### config.mk
export PLATFORM = sky130hd
export DESIGN_NAME = fft_mm_bridge
export DESIGN_NICKNAME = d
export VERILOG_FILES = /design/src/rtl/fft_mm_pkg.sv /design/src/rtl/fft_mm_bridge_fft.sv /design/src/rtl/fft_mm_bridge.sv
export SDC_FILE = /design/constraint.sdc
export NUM_CORES = 2
export LEC_CHECK = 0
export CORE_MARGIN = 2
export CORE_UTILIZATION = 25
export DETAILED_ROUTE_END_ITERATION = 8
export GPL_TIMING_DRIVEN = 0
export PLACE_DENSITY = 0.48
export SLEW_MARGIN = 10
export SYNTH_ARGS = -nofsm -noshare
export SYNTH_HDL_FRONTEND = slang
export SYNTH_SLANG_ARGS = --single-unit
### constraint.sdc
create_clock -name clk -period 12.8 [get_ports clk]
set_input_delay 1.28 -clock clk [delete_from_list [all_inputs] [get_ports clk]]
set_output_delay 1.28 -clock clk [all_outputs]
set_load 0.005 [all_outputs]
### src/rtl/fft_mm_pkg.sv
// Register map, control/status bit positions and FSM encoding for fft_mm_bridge.
package fft_mm_pkg;
  localparam logic [7:0] REG_CTRL   = 8'h00;
  localparam logic [7:0] REG_STATUS = 8'h01;
  localparam logic [7:0] IN_R_BASE  = 8'h10;
  localparam logic [7:0] IN_I_BASE  = 8'h20;
  localparam logic [7:0] OUT_R_BASE = 8'h30;
  localparam logic [7:0] OUT_I_BASE = 8'h40;

  localparam int CTRL_START  = 0;
  localparam int CTRL_IRQ_EN = 1;
  localparam int CTRL_CLR    = 2;

  localparam int ST_DONE        = 0;
  localparam int ST_BUSY        = 1;
  localparam int ST_ERR_BUSY    = 2;
  localparam int ST_ERR_TIMEOUT = 3;

  typedef enum logic [1:0] {S_IDLE, S_RUN, S_CAPTURE, S_DRAIN} state_e;
endpackage

### src/rtl/fft_mm_bridge_fft.sv
// Serial DFT core: one complex MAC per cycle, N*N cycles per transform.
// Level handshake: done rises when all bins are ready and holds until start drops.
// Twiddles are Q14 from a 16-entry cosine table, exact for N <= 4.
module fft #(
  parameter int N_POINTS = 4,
  parameter int SAMPLE_W = 32
) (
  input  logic                         clk,
  input  logic                         rst,
  input  logic                         start,
  input  logic [N_POINTS*SAMPLE_W-1:0] xr,
  input  logic [N_POINTS*SAMPLE_W-1:0] xi,
  output logic                         done,
  output logic [N_POINTS*SAMPLE_W-1:0] out_r,
  output logic [N_POINTS*SAMPLE_W-1:0] out_i
);
  localparam int IW = $clog2(N_POINTS);
  localparam int AW = SAMPLE_W + 22;  // 16b twiddle + sum growth + headroom

  function automatic logic signed [15:0] cos16(input logic [3:0] i);
    case (i)
      4'd0:  return 16'sd16384;  4'd1:  return 16'sd15137;
      4'd2:  return 16'sd11585;  4'd3:  return 16'sd6270;
      4'd4:  return 16'sd0;      4'd5:  return -16'sd6270;
      4'd6:  return -16'sd11585; 4'd7:  return -16'sd15137;
      4'd8:  return -16'sd16384; 4'd9:  return -16'sd15137;
      4'd10: return -16'sd11585; 4'd11: return -16'sd6270;
      4'd12: return 16'sd0;      4'd13: return 16'sd6270;
      4'd14: return 16'sd11585;  default: return 16'sd15137;
    endcase
  endfunction

  logic [IW-1:0] n_q, n_d, k_q, k_d, m;
  logic [3:0] tw;
  logic signed [AW-1:0] acc_r_q, acc_r_d, acc_i_q, acc_i_d;
  logic signed [AW-1:0] c, s, xs_r, xs_i, sum_r, sum_i;
  logic [SAMPLE_W-1:0] rnd_r, rnd_i;
  logic done_q, done_d;
  logic [N_POINTS*SAMPLE_W-1:0] out_r_q, out_r_d, out_i_q, out_i_d;

  // MAC step: accumulate x[n]*W^(n*k); on the last n round the bin into the output.
  always_comb begin
    m     = IW'(n_q * k_q);
    tw    = 4'(m) << (4 - IW);
    c     = AW'(cos16(tw));
    s     = AW'(cos16(tw - 4'd4));  // sin(a) = cos(a - 90deg)
    xs_r  = AW'($signed(xr[n_q*SAMPLE_W +: SAMPLE_W]));
    xs_i  = AW'($signed(xi[n_q*SAMPLE_W +: SAMPLE_W]));
    sum_r = acc_r_q + xs_r * c + xs_i * s;
    sum_i = acc_i_q + xs_i * c - xs_r * s;
    rnd_r = SAMPLE_W'((sum_r + AW'(8192)) >>> 14);
    rnd_i = SAMPLE_W'((sum_i + AW'(8192)) >>> 14);
    n_d = n_q; k_d = k_q; acc_r_d = acc_r_q; acc_i_d = acc_i_q;
    done_d = done_q; out_r_d = out_r_q; out_i_d = out_i_q;
    if (!start) begin
      n_d = '0; k_d = '0; acc_r_d = '0; acc_i_d = '0; done_d = 1'b0;
    end else if (!done_q) begin
      if (n_q == IW'(N_POINTS - 1)) begin
        out_r_d[k_q*SAMPLE_W +: SAMPLE_W] = rnd_r;
        out_i_d[k_q*SAMPLE_W +: SAMPLE_W] = rnd_i;
        acc_r_d = '0; acc_i_d = '0; n_d = '0;
        if (k_q == IW'(N_POINTS - 1)) begin
          done_d = 1'b1; k_d = '0;
        end else begin
          k_d = k_q + 1'b1;
        end
      end else begin
        acc_r_d = sum_r; acc_i_d = sum_i; n_d = n_q + 1'b1;
      end
    end
  end

  // Core state register, synchronous active-high reset.
  always_ff @(posedge clk) begin
    if (rst) begin
      n_q <= '0; k_q <= '0; acc_r_q <= '0; acc_i_q <= '0;
      done_q <= 1'b0; out_r_q <= '0; out_i_q <= '0;
    end else begin
      n_q <= n_d; k_q <= k_d; acc_r_q <= acc_r_d; acc_i_q <= acc_i_d;
      done_q <= done_d; out_r_q <= out_r_d; out_i_q <= out_i_d;
    end
  end

  assign done  = done_q;
  assign out_r = out_r_q;
  assign out_i = out_i_q;
endmodule

### src/rtl/fft_mm_bridge.sv
// Avalon-MM slave wrapping the fft core: input/result buffers, control FSM,
// watchdog, status flags and level interrupt.
module fft_mm_bridge import fft_mm_pkg::*; #(
  parameter int N_POINTS    = 4,
  parameter int SAMPLE_W    = 32,
  parameter int TIMEOUT_CYC = 4096
) (
  input  logic        clk,
  input  logic        reset_n,
  input  logic [7:0]  address,
  input  logic        write,
  input  logic        read,
  input  logic [31:0] writedata,
  output logic [31:0] readdata,
  output logic        waitrequest,
  output logic        irq
);
  localparam int BW = N_POINTS * SAMPLE_W;

  state_e state_q, state_d;
  logic [BW-1:0] in_r_q, in_r_d, in_i_q, in_i_d, res_r_q, res_r_d, res_i_q, res_i_d;
  logic irq_en_q, irq_en_d, done_q, done_d, err_busy_q, err_busy_d, err_to_q, err_to_d;
  logic core_rst_q, core_rst_d;
  logic [31:0] wd_q, wd_d, rdata_q, rdata_d;
  logic core_done, start_go, busy, k_ok;
  logic hit_in_r, hit_in_i, hit_out_r, hit_out_i;
  logic [3:0] k;
  logic [BW-1:0] core_out_r, core_out_i;

  function automatic logic [31:0] sext(input logic [SAMPLE_W-1:0] v);
    return 32'($signed(v));
  endfunction

  assign busy      = (state_q != S_IDLE);
  assign k         = address[3:0];
  assign k_ok      = int'(k) < N_POINTS;
  assign hit_in_r  = k_ok && (address[7:4] == IN_R_BASE[7:4]);
  assign hit_in_i  = k_ok && (address[7:4] == IN_I_BASE[7:4]);
  assign hit_out_r = k_ok && (address[7:4] == OUT_R_BASE[7:4]);
  assign hit_out_i = k_ok && (address[7:4] == OUT_I_BASE[7:4]);

  // Read mux over pre-write state, so a colliding write is not seen.
  always_comb begin
    rdata_d = '0;
    if (read) begin
      if (address == REG_CTRL) begin
        rdata_d[CTRL_IRQ_EN] = irq_en_q;
      end else if (address == REG_STATUS) begin
        rdata_d[ST_DONE]        = done_q;
        rdata_d[ST_BUSY]        = busy;
        rdata_d[ST_ERR_BUSY]    = err_busy_q;
        rdata_d[ST_ERR_TIMEOUT] = err_to_q;
        rdata_d[15:8]           = 8'(N_POINTS);
      end else if (hit_in_r)  rdata_d = sext(in_r_q[k*SAMPLE_W +: SAMPLE_W]);
      else if (hit_in_i)      rdata_d = sext(in_i_q[k*SAMPLE_W +: SAMPLE_W]);
      else if (hit_out_r)     rdata_d = sext(res_r_q[k*SAMPLE_W +: SAMPLE_W]);
      else if (hit_out_i)     rdata_d = sext(res_i_q[k*SAMPLE_W +: SAMPLE_W]);
    end
  end

  // Bus writes first, then FSM events, so a CAPTURE DONE-set beats a same-cycle CLR.
  always_comb begin
    state_d = state_q; in_r_d = in_r_q; in_i_d = in_i_q; res_r_d = res_r_q; res_i_d = res_i_q;
    irq_en_d = irq_en_q; done_d = done_q; err_busy_d = err_busy_q; err_to_d = err_to_q;
    core_rst_d = 1'b0; wd_d = wd_q; start_go = 1'b0;
    if (write) begin
      if (address == REG_CTRL) begin
        irq_en_d = writedata[CTRL_IRQ_EN];
        if (writedata[CTRL_CLR]) begin
          done_d = 1'b0; err_busy_d = 1'b0; err_to_d = 1'b0;
        end
        if (writedata[CTRL_START]) begin
          if (busy) err_busy_d = 1'b1;
          else      start_go   = 1'b1;
        end
      end else if (hit_in_r || hit_in_i) begin
        if (busy)          err_busy_d = 1'b1;
        else if (hit_in_r) in_r_d[k*SAMPLE_W +: SAMPLE_W] = writedata[SAMPLE_W-1:0];
        else               in_i_d[k*SAMPLE_W +: SAMPLE_W] = writedata[SAMPLE_W-1:0];
      end
    end
    case (state_q)
      S_IDLE: if (start_go) begin
        state_d = S_RUN; done_d = 1'b0; wd_d = '0;
      end
      S_RUN: begin
        wd_d = wd_q + 32'd1;
        if (core_done) begin
          state_d = S_CAPTURE;
        end else if (TIMEOUT_CYC != 0 && wd_d == 32'(TIMEOUT_CYC)) begin
          // abort: pulse core reset, keep the old results
          err_to_d = 1'b1; core_rst_d = 1'b1; state_d = S_IDLE;
        end
      end
      S_CAPTURE: begin
        res_r_d = core_out_r; res_i_d = core_out_i; done_d = 1'b1; state_d = S_DRAIN;
      end
      S_DRAIN: if (!core_done) state_d = S_IDLE;
      default: state_d = S_IDLE;
    endcase
  end

  // Register file, FSM and watchdog state; synchronous active-low reset.
  always_ff @(posedge clk) begin
    if (!reset_n) begin
      state_q <= S_IDLE; in_r_q <= '0; in_i_q <= '0; res_r_q <= '0; res_i_q <= '0;
      irq_en_q <= 1'b0; done_q <= 1'b0; err_busy_q <= 1'b0; err_to_q <= 1'b0;
      core_rst_q <= 1'b0; wd_q <= '0; rdata_q <= '0;
    end else begin
      state_q <= state_d; in_r_q <= in_r_d; in_i_q <= in_i_d; res_r_q <= res_r_d; res_i_q <= res_i_d;
      irq_en_q <= irq_en_d; done_q <= done_d; err_busy_q <= err_busy_d; err_to_q <= err_to_d;
      core_rst_q <= core_rst_d; wd_q <= wd_d; rdata_q <= rdata_d;
    end
  end

  fft #(.N_POINTS(N_POINTS), .SAMPLE_W(SAMPLE_W)) fft_inst (
    .clk   (clk),
    .rst   (~reset_n | core_rst_q),
    .start (state_q == S_RUN),
    .xr    (in_r_q),
    .xi    (in_i_q),
    .done  (core_done),
    .out_r (core_out_r),
    .out_i (core_out_i)
  );

  assign readdata    = rdata_q;
  assign waitrequest = 1'b0;
  assign irq         = done_q & irq_en_q;
endmodule

==> impl_metrics.tcl <==
set metrics [dict create \
    final_nets 7993 \
    place_area_sq_mm 0.0659 \
    final.setup_skew_ns 0.117 \
    worst_slew_pin_slew_ns 1.36 \
    worst-path-max-fanout 10 \
    vdd_ir_drop_max_v 0.000130 \
    via_per_inst 4.94 \
    max_freq_mhz 80.7 \
    synth_nets 7786 \
    drc 0 \
    crit_type "reg -> reg" \
    place_congestion 0.951 \
    start_kind "flip-flop" \
    firstDrtPassIters 6 \
    insertion_delay_ns 0.79 \
    cp_slowest_stage_delay_ns 0.75 \
    power_density_mw_per_mm2 90.8 \
    critPathSlowestCell "buf_1" \
    grt_pass1_wl_um 340000 \
    mostFrequentLayoutCells "nand2_1, dfxtp_1, ha_1" \
    postCtsHoldBufs 0 \
    leakage_nw 29.6 \
    synth_cell_types 101 \
    ys_ff_latch 921 \
    coreArea_sq_mm 0.241 \
    ant_nets 0 \
    status "finished, final reports clean" \
    synthToLayoutAreaGrowth_pct 15.6 \
    power.total_mw 6.34 \
    netlist_area_sq_mm 0.0604 \
    maxSlewViolCount 0 \
    dp_hpwl_um 189000 \
    initial_core_util_pct 25.1 \
    cts_root_buf "clkbuf_16" \
    max-cap-violations 0 \
    clk_pin_slew_ns 0.06 \
    hold_viol 0 \
    cts_max_level 3 \
    grt_max_degree 19 \
    crit_top_cell "ha_1" \
    fin_hold_ws_ns 0.371 \
    syn_area_per_cell_sq_um 8.93 \
    period_share_pct 96.8 \
    clock_path_buffers 3 \
    min_path_type "reg -> reg" \
    setup_viol 0 \
    cp_top_family "adder cells" \
    fp.dieW_um 496 \
    io_pins 78 \
    cts.sinks 921 \
    core.rowCount 180 \
    cp-end-kind "flip-flop" \
    yosysSeqAreaShare_pct 30.5 \
    synth-edff-count 0 \
    wl_per_cell_um 23.0 \
    grt_pass1_vias 49600 \
    fin_area_sq_mm 0.0698 \
    die_h_um 496 \
    synthArstFlopShare_pct 0 \
    setup-tns-final_ns 0 \
    cts_tree "built" \
    groute.usage.overall_pct 18.8 \
    final_common_cell "nand2_1" \
    vias 50600 \
    fin_crit_ns 12.39 \
    drive_gt1_share_pct 7.40 \
    finish.utilization_pct 29.0 \
    rsz0062_at_grt "yes" \
    cp.buffers_inverters 7 \
    synthFlopType "dfxtp_1" \
    io_buffers 74 \
    rrSetupSlack_ns 0.41 \
    drt-total-wl_um 236000 \
    cts_buffers 102 \
    fp.dieArea_sq_mm 0.246 \
    grt_remaining_overflow 0 \
    cp.arrival_ns 13.03 \
    yosysWarnings 0 \
    syn_inst 6764 \
    cp.required_ns 13.44 \
    grt_antenna_before_repair 13 \
    relSlewSlack_pct 9.11 \
    drtIter0Drc 4427 \
]
-- cell families (layout without fill, tap and decap cells) --
| kind of cell | after synthesis | in the layout | share of synthesized area (%) |
|---|---|---|---|
| compound gates | 1333 | 1333 | 15.2 |
| xor+xnor | 218 | 218 | 3.18 |
| fa+ha+maj | 978 | 978 | 21.6 |
| buf+inv | 792 | 1082 | 4.94 |
| flops | 921 | 921 | 30.5 |
| mux | 230 | 230 | 7.77 |
| other cells | 1 | 10 | 0.00621 |
| simple gates | 2291 | 2291 | 16.7 |
-- flip-flops by register name, indices dropped and copies added (netlist names), 2 cells and up --
name and count:
state_q 2, fft_inst.k_q 2, fft_inst.out_r 128, in_i_q 128, fft_inst.acc_r_q 32, readdata 32, fft_inst.acc_i_q 45, fft_inst.n_q 2
res_r_q 128, fft_inst.out_i 128, res_i_q 128, wd_q 32, in_r_q 128
-- stage by stage --
step | instances | worst slack, ns
after floorplan | 6764 | 1.86
after global placement | 10000 | -1.90
after detailed placement | 10100 | -1.75
after CTS | 10200 | 0.0335
after global routing | 10200 | -0.00745
final | 10200 | 0.408
-- power by group --
| part | switching (mW) | leakage, nW | internal, mW |
|---|---|---|---|
| combinational | 0.141 | 20.4 | 0.0580 |
| sequential | 0.0000986 | 7.41 | 2.87 |
| clock | 1.37 | 1.79 | 1.90 |
-- what timing repair did --
item                                    4_1_cts  5_1_grt
gates cloned                                  0        0
endpoints found under the hold margin         0        0
gates resized for setup                      25       28
endpoints found under the setup margin       85       46
buffers inserted                              0        0
-- path summary, 6_finish.rpt --
path	from	endpoint	depth (start not counted)
setup / recovery	fft_inst.n_q[1]	fft_inst.out_i[31]	38
hold / removal	fft_inst.out_r[88]	res_r_q[88]	2
setup reg to reg	fft_inst.n_q[1]	fft_inst.out_i[31]	38
hold reg to reg	fft_inst.out_r[88]	res_r_q[88]	2
-- synth_stat cells, types with 14 or more instances --
master       n  area (sq um)
o21ai_1     24           120
mux2i_1     35           350
inv_1      399          1500
fa_1       112          2240
and2_1     263          1650
xnor2_1    148          1300
nor2_1     553          2080
o21ai_0    239          1200
dfxtp_1    921         18400
ha_1       866         10800
nor3_1      73           365
nor4_1      19           119
mux4_2     191          4300
xor2_1      68           596
nand3_1     66           330
a22o_1      28           245
nand2_1   1130          4240
a21oi_1    146           731
a31oi_1     24           150
a221oi_1    28           245
a21boi_0   397          2980
o21a_1      19           143
clkbuf_1   352          1320
and3_1      30           188
a21o_1      37           278
a22oi_1    257          1930
o31ai_1     14           105
nand2b_1    19           119
buf_1       34           128
nor2b_1     44           275
nand4_1     20           125
a211oi_1    15           113
-- worst min-delay path: stages, from the launching register on --
cell and delay (ns):
dfxtp_1 0.31, nand2_1 0.05, a21boi_0 0.06
-- routing by layer --
metal	part of all wire, %	vias up	track usage (%)
met1	44	24900	24.6
li1	-	23900	-
met4	4.7	4	7.81
met5	0.011	-	0
met2	44	1512	29.9
met3	7.1	379	4.10
-- layout make-up --
| cell class | instances | area (sq um) |
|---|---|---|
| Multi-Input combinational cell | 5051 | 39400 |
| Inverter | 400 | 1500 |
| Antenna cell | 9 | 22.5 |
| Sequential cell | 921 | 18400 |
| Clock inverter | 48 | 828 |
| Buffer | 392 | 1540 |
| Clock buffer | 139 | 2890 |
| Timing Repair Buffer | 103 | 1190 |
| Fill cell | 25500 | 171000 |
| Tap cell | 3185 | 3990 |
No activity file was read; power rests on OpenSTA's default activity.
